--- src/rtl/seg_bcd_counter.sv ---
// Multi-digit packed-BCD counter for the seven-segment driver.
// Prescaled stepping, up/down, clear/load, and a runtime wrap limit.
module seg_bcd_counter #(
  parameter int CLK_FREQ = 50_000_000,
  parameter int TICK_HZ  = 2,
  parameter int DIGITS   = 6
) (
  input  logic                  sys_clk,
  input  logic                  sys_rst_n,
  input  logic                  run,
  input  logic                  dir,
  input  logic                  clr,
  input  logic                  load,
  input  logic [4*DIGITS-1:0]   load_val,
  input  logic [4*DIGITS-1:0]   limit,
  output logic [4*DIGITS-1:0]   bcd_out,
  output logic                  tick,
  output logic                  wrap,
  output logic                  err
);

  localparam int W   = 4 * DIGITS;
  localparam int DIV = CLK_FREQ / TICK_HZ;
  localparam int PW  = $clog2(DIV);
  localparam logic [PW-1:0] P_LAST = PW'(DIV - 1);

  logic [W-1:0]  r_bcd;
  logic [PW-1:0] r_p;
  logic          r_tick;
  logic          r_wrap;
  logic          r_err;

  logic [W-1:0]  w_inc;
  logic [W-1:0]  w_dec;
  logic          w_cy;
  logic          w_bw;
  logic          w_ok;
  logic          w_last;

  assign w_last = (r_p == P_LAST);

  // Ripple carry/borrow across digits; also validate load nibbles.
  always_comb begin
    w_inc = r_bcd;
    w_dec = r_bcd;
    w_cy  = 1'b1;
    w_bw  = 1'b1;
    w_ok  = (load_val <= limit);
    for (int i = 0; i < DIGITS; i++) begin
      if (load_val[4*i +: 4] > 4'd9) w_ok = 1'b0;
      if (w_cy) begin
        if (r_bcd[4*i +: 4] == 4'd9) begin
          w_inc[4*i +: 4] = 4'd0;
        end else begin
          w_inc[4*i +: 4] = r_bcd[4*i +: 4] + 4'd1;
          w_cy = 1'b0;
        end
      end
      if (w_bw) begin
        if (r_bcd[4*i +: 4] == 4'd0) begin
          w_dec[4*i +: 4] = 4'd9;
        end else begin
          w_dec[4*i +: 4] = r_bcd[4*i +: 4] - 4'd1;
          w_bw = 1'b0;
        end
      end
    end
  end

  always_ff @(posedge sys_clk or negedge sys_rst_n) begin
    if (!sys_rst_n) begin
      r_bcd  <= '0;
      r_p    <= '0;
      r_tick <= 1'b0;
      r_wrap <= 1'b0;
      r_err  <= 1'b0;
    end else begin
      r_tick <= 1'b0;
      r_wrap <= 1'b0;
      r_err  <= 1'b0;
      if (clr) begin
        r_bcd <= '0;
        r_p   <= '0;
      end else if (load) begin
        if (w_ok) begin
          r_bcd <= load_val;
          r_p   <= '0;
        end else begin
          r_err <= 1'b1;
        end
      end else if (run) begin
        if (w_last) begin
          r_p    <= '0;
          r_tick <= 1'b1;
          if (!dir) begin
            if (r_bcd >= limit) begin
              r_bcd  <= '0;
              r_wrap <= 1'b1;
            end else begin
              r_bcd <= w_inc;
            end
          end else if (r_bcd == '0) begin
            r_bcd  <= limit;
            r_wrap <= 1'b1;
          end else begin
            r_bcd <= w_dec;
          end
        end else begin
          r_p <= r_p + PW'(1);
        end
      end
    end
  end

  assign bcd_out = r_bcd;
  assign tick    = r_tick;
  assign wrap    = r_wrap;
  assign err     = r_err;

endmodule

--- config.mk ---
export PLATFORM = sky130hd
export DESIGN_NAME = seg_bcd_counter
export DESIGN_NICKNAME = d
export VERILOG_FILES = /design/src/rtl/seg_bcd_counter.sv
export SDC_FILE = /design/constraint.sdc
export NUM_CORES = 1
export LEC_CHECK = 0
export ABC_CLOCK_PERIOD_IN_PS = 6300
export CORE_MARGIN = 4
export CORE_UTILIZATION = 45
export CTS_BUF_LIST = sky130_fd_sc_hd__clkbuf_2 sky130_fd_sc_hd__clkbuf_4 sky130_fd_sc_hd__clkbuf_8
export DETAILED_ROUTE_END_ITERATION = 8
export MAX_ROUTING_LAYER = met4
export PLACE_DENSITY = 0.79
export SYNTH_ARGS = -nofsm -noshare
export SYNTH_HDL_FRONTEND = slang
export SYNTH_SLANG_ARGS = --single-unit
--- constraint.sdc ---
create_clock -name sys_clk -period 6.3 [get_ports sys_clk]
set_input_delay 1.26 -clock sys_clk [delete_from_list [all_inputs] [get_ports sys_clk]]
set_output_delay 1.26 -clock sys_clk [all_outputs]
set_load 0.005 [all_outputs]
-- Word level (Yosys, flattened, before mapping)
Cells that the tools add are included.
- register bits: 52
- output and inout bits: 27
- reduce and logical (&&, ||, !) cells: 21
- add/sub/neg operators: 13
- magnitude comparators: 8
- muxes and demuxes: 73
- eq/ne operators: 13
- operators with widths (operator ; count):
    $mux W24 ; 8
    $mux W25 ; 5
    $mux W4 ; 22
    $mux W1 ; 38
    $add A25 B1 Y25 const B ; 1
    $eq A25 B25 Y1 const B ; 1
    $ne A5 B1 Y1 const B ; 5
    $reduce_and A5 Y1 ; 5
    $reduce_bool A5 Y1 ; 5
    $add A4 B1 Y4 const B ; 6
    $eq A4 B4 Y1 const B ; 6
    $ge A24 B24 Y1 ; 1
    $gt A4 B4 Y1 const B ; 6
    $le A24 B24 Y1 ; 1
    $logic_not A24 Y1 ; 1
    $logic_not A4 Y1 ; 6
    $sub A4 B1 Y4 const B ; 6
    $reduce_bool A3 Y1 ; 2
    $ne A3 B2 Y1 const B ; 1
    $reduce_and A3 Y1 ; 1
    $reduce_and A2 Y1 ; 1

-- Logic depth before layout (Yosys ltp)
- depth after elaboration: 13
- mapped depth: 12
- depth with buffers taken out: 10

-- Least setup slack after synthesis
No wires, ideal clock.
- path type: input-to-reg
- start point: in limit[13]
- end point: reg r_bcd[8] (netlist: bcd_out[8])
- stages: 11
- arrival time: 3.630 ns
- path buffers: 1
- slack: 2.545 ns
- cells stage by stage: inv_1 -> ha_1 -> a211oi_2 -> nor2_1 -> or3_1 -> a211o_1 -> a211o_2 -> buf_2 -> o21ai_1 -> nand2b_1 -> mux2_2
- word-level cells in the longest chain between the ends: 9
- elaborated cells on any way between the ends: 17
- those cells by class: order compare (2); eq/ne (1); mux (12); reduce/logical (2)
- ends and longest elaborated chain (item ; RTL line ; source):
    start: declaration ; 15 ; input logic [4*DIGITS-1:0] limit,
    $le A24 B24 Y1 ; 48 ; w_ok = (load_val <= limit);
    $mux W1 (6 in a row) ; 50 ; if (load_val[4*i +: 4] > 4'd9) w_ok = 1'b0;
    $ne A3 B2 Y1 (no line) ; -- ;
    $reduce_and A5 Y1 (no line) ; -- ;
    end signal: assignment ; 86 ; r_bcd <= load_val;
    end signal: assignment ; 100 ; r_bcd <= w_inc;
    end signal: assignment ; 103 ; r_bcd <= limit;
    end: declaration ; 27 ; logic [W-1:0] r_bcd;
Several ways; a longest one is shown, not always the timed one. The select of a mux whose other input is x is not followed.
A chain may end at the register's enable or synchronous reset.

-- Final worst setup path
- start point: in limit[15]
- end point: reg r_bcd[21] (netlist: bcd_out[21])
Same word-level chain as after synthesis.

==> summary.md <==
| Metric | Value |
|---|---|
| Nets | `about 830` |
| Postcts setup bufs | `0` |
| Most area-hungry cell type in the Yosys netlist | `dfrtp_1` |
| Clock transition at path regs | `around 0.1 ns` |
| Setup CP Type | `input port to flip-flop` |
| CTS tree | `yes` |
| Top cells by instance count after synthesis | `ha_1 (68), o21ai_0 (53), dfrtp_1 (52), nand2_1 (52), a21oi_1 (49)` |
| Worst reg2reg path depth | `10` |
| Status | `complete, no violations` |
| Synth Flop Type | `dfrtp_1` |
| Clock root buffer master | `clkbuf_8` |
| Initial antenna violation count | `0` |
| Placer Congestion | `roughly 0.97` |
| Routed len/inst | `about 19 um` |
| Clock Latency Late Sink | `between 0.3 and 0.4 ns` |
| Fillers | `approximately 1000` |
| Hold wc startpoint | `r_p[1]` |
| Total CTS buffers | `5` |
| Max Clock Freq | `between 0.2 and 0.25 GHz` |
| Total leakage power | `2.71 nW` |
| Register area share after synthesis | `about a quarter` |
| First-pass GRT wire length | `between 20 and 30 mm` |
| RR Endpoint | `bcd_out[2]` |
| Core Footprint | `between 10000 and 15000 sq um` |
| Worst Path Required | `6.51 ns` |
| Fin Clk Skew | `between 0.01 and 0.015 ns` |
| Cells after Synth | `between 600 and 700` |
| Drt total wl | `roughly 16 mm` |
| Drt drc | `0` |
| Dominant cells by area after synthesis | `dfrtp_1 (25%), ha_1 (16%), o21ai_0 (5.1%)` |
| CTS resizes | `0` |
| Crit path arrival time | `around 4.8 ns` |
| CP Capture Type | `flip-flop` |
| RSZ-0062 raised after global routing | `false` |
| Final setup viols | `0` |
| Final Max Tran Viols | `0` |
| Initial Utilization | `46.0%` |
| Share of post-route cells with drive strength above 1 | `5.06%` |
| Final hold vios | `0` |
| Slew HR | `23.3%` |
| Die ar. | `between 10000 and 15000 sq um` |
| Synth Register Bits | `between 50 and 60` |
| Max-Cap Viols | `0` |
| Fin crit share | `between 70 and 80%` |
| FF-to-FF setup slack | `around 2.5 ns` |
| Number of global-route vias before repair | `5331` |
| YS warnings | `0` |
| DP HPWL | `12.3 mm` |
| Worst Setup Start Kind | `input port` |
| FF-to-FF Start | `bcd_out[0]` |
| Hold Crit Depth | `2` |
| DR vias/cell | `roughly 6.4` |
| GR Util All Layers | `between 20% and 30%` |
| Synth cell types | `between 60 and 70` |
| Layout area overhead | `19.2%` |
| Die W | `about 120 um` |
| CP Max Fanout | `23` |
| Global route overflow | `0` |
| Worst-path cell chain | `clkdlybuf4s50_1, inv_1, ha_1, a21oi_1, o21ai_0, a221oi_1, a31oi_1, a21oi_1, buf_4, a211o_1, o221a_2, mux2_2` |
| Top-area cell type share of the netlist area | `between 20% and 30%` |
| Largest net degree at the start of global routing | `53` |
| IO Port Bufs | `80` |
| Number of flops mapped to enable cells by yosys | `0` |
| Peak VDD IR | `~0.1 mV` |
| Post-CTS Hold Buffers | `0` |
| Most frequent cell after synthesis | `ha_1` |
| Pwr Total | `approximately 1.2 mW` |
| Syn nets | `roughly 760` |
| Routed via count | `about 5400` |
| Rows | `39` |
| Setup_tns | `0 ns` |
| Post-placement cell count | `between 800 and 900` |
| Max incr delay on CP | `0.69 ns` |
| Crit-path most repeated cell | `a21oi_1` |
| First-pass DRT Iterations | `6` |
| Hold EP | `r_p[1]` |
| Area taken by multi-input logic gates | `3620 sq um` |
| I/O pin count | `just over 80` |
| Crit path time final | `4.54 ns` |
| Layout Cells excl Fill | `854` |
| DRT antenna net count | `0` |
| H-tree depth | `2` |
| Initial drt markers | `between 500 and 600` |
| Power density over the cells | `between 150 and 200 nW/um^2` |
| Worst min-delay path class | `flip-flop to flip-flop` |
| Chip height | `between 100 and 150 um` |
| Max Root-Sink Buffers | `2` |
| Mapped Area | `between 5000 and 6000 sq um` |
| Syn Area/Cell | `a little over 8 sq um` |
| Reg area | `between 1000 and 1500 sq um` |
| CTS Sinks | `52` |
| Asr flop ratio synth | `between 90% and 100%` |
| N_diodes | `0` |
| CP max stage cell | `a211o_1` |
| Slew @ Worst Pin | `approximately 1.1 ns` |
layout by cell type (no fill, tap or decap), drive strengths merged, types with 7 or more instances in the layout:
cell           instances
nor2                  45
and2                   7
and3                  16
nand3                 21
o21ai                 55
dfrtp                 52
o31ai                 11
o211ai                10
a21oi                 50
nand2                 52
nand2b                15
buf                    7
inv                   49
a211oi                 7
nand4                 11
nor3                   7
clkdlybuf4s50         79
a221oi                 8
or4                    7
mux2                   8
or3                   11
ha                    68
xor2                   7
worst max-delay path by stage:
stage | from | endpoint | slack (ns) | depth (start not counted)
2_1_floorplan | limit[13] | bcd_out[8] | 2.54 | 11
3_3_place_gp | limit[19] | bcd_out[23] | 1.50 | 12
3_5_place_dp | limit[19] | bcd_out[21] | 1.42 | 12
4_1_cts | limit[19] | bcd_out[21] | 1.76 | 12
5_1_grt | limit[19] | bcd_out[21] | 1.48 | 12
6_report | limit[15] | bcd_out[21] | 1.76 | 12
flip-flops by register name, summed over array words and instances, names as in the netlist:
name and cells:
bcd_out 24, err 1, r_p 25, tick 1
wrap 1
through the flow:
step / area [sq um] / util [%] / setup slack (ns) / hold slack [ns]
6_report: 6230 / 54.8 / 1.76 / 0.532
3_3_place_gp: 6120 / 53.8 / 1.50 / 0.494
2_1_floorplan: 5230 / - / 2.54 / 0.468
4_1_cts: 6230 / 54.8 / 1.76 / 0.537
5_1_grt: 6230 / 54.8 / 1.48 / 0.567
3_5_place_dp: 6120 / 53.8 / 1.42 / 0.515
final cells by class:
type	instances	area share (%)
Clock buffer	6	1.22
Tap cell	143	2.87
Inverter	48	2.89
Sequential cell	52	20.9
Timing Repair Buffer	86	13.5
Multi-Input combinational cell	517	58.0
Clock inverter	2	0.622
where the power goes:
group / switching, mW / leakage [nW] / internal, mW
clock: 0.121 / 0.0592 / 0.125
combinational: 0.272 / 1.95 / 0.244
sequential: 0.0702 / 0.698 / 0.362
critical path, delay by kind of cell:
family          cells  cell delay [ns]
compound gates      7             2.06
fa+ha+maj           1             0.32
buf+inv             3             0.74
mux                 1             0.34
per-layer routing:
layer	vias up	GRT usage [%]	wire length (um)
met1	2593	30.8	6490
li1	2537	-	-
met2	249	41.0	7910
met4	0	10.1	595
met5	-	-	0
met3	55	2.87	1190
logic make-up after synthesis:
family / count (synthesis) / share of synthesized area [%]
AND/OR/NAND/NOR: 223 / 22.5
AO/OA/AOI/OAI: 203 / 26.0
buffers and inverters: 72 / 6.01
adder cells (fa/ha/maj): 68 / 16.3
flip-flops: 52 / 24.9
multiplexers: 13 / 2.68
XOR/XNOR: 10 / 1.68
Note: power is estimated with default switching activity, not from simulation.
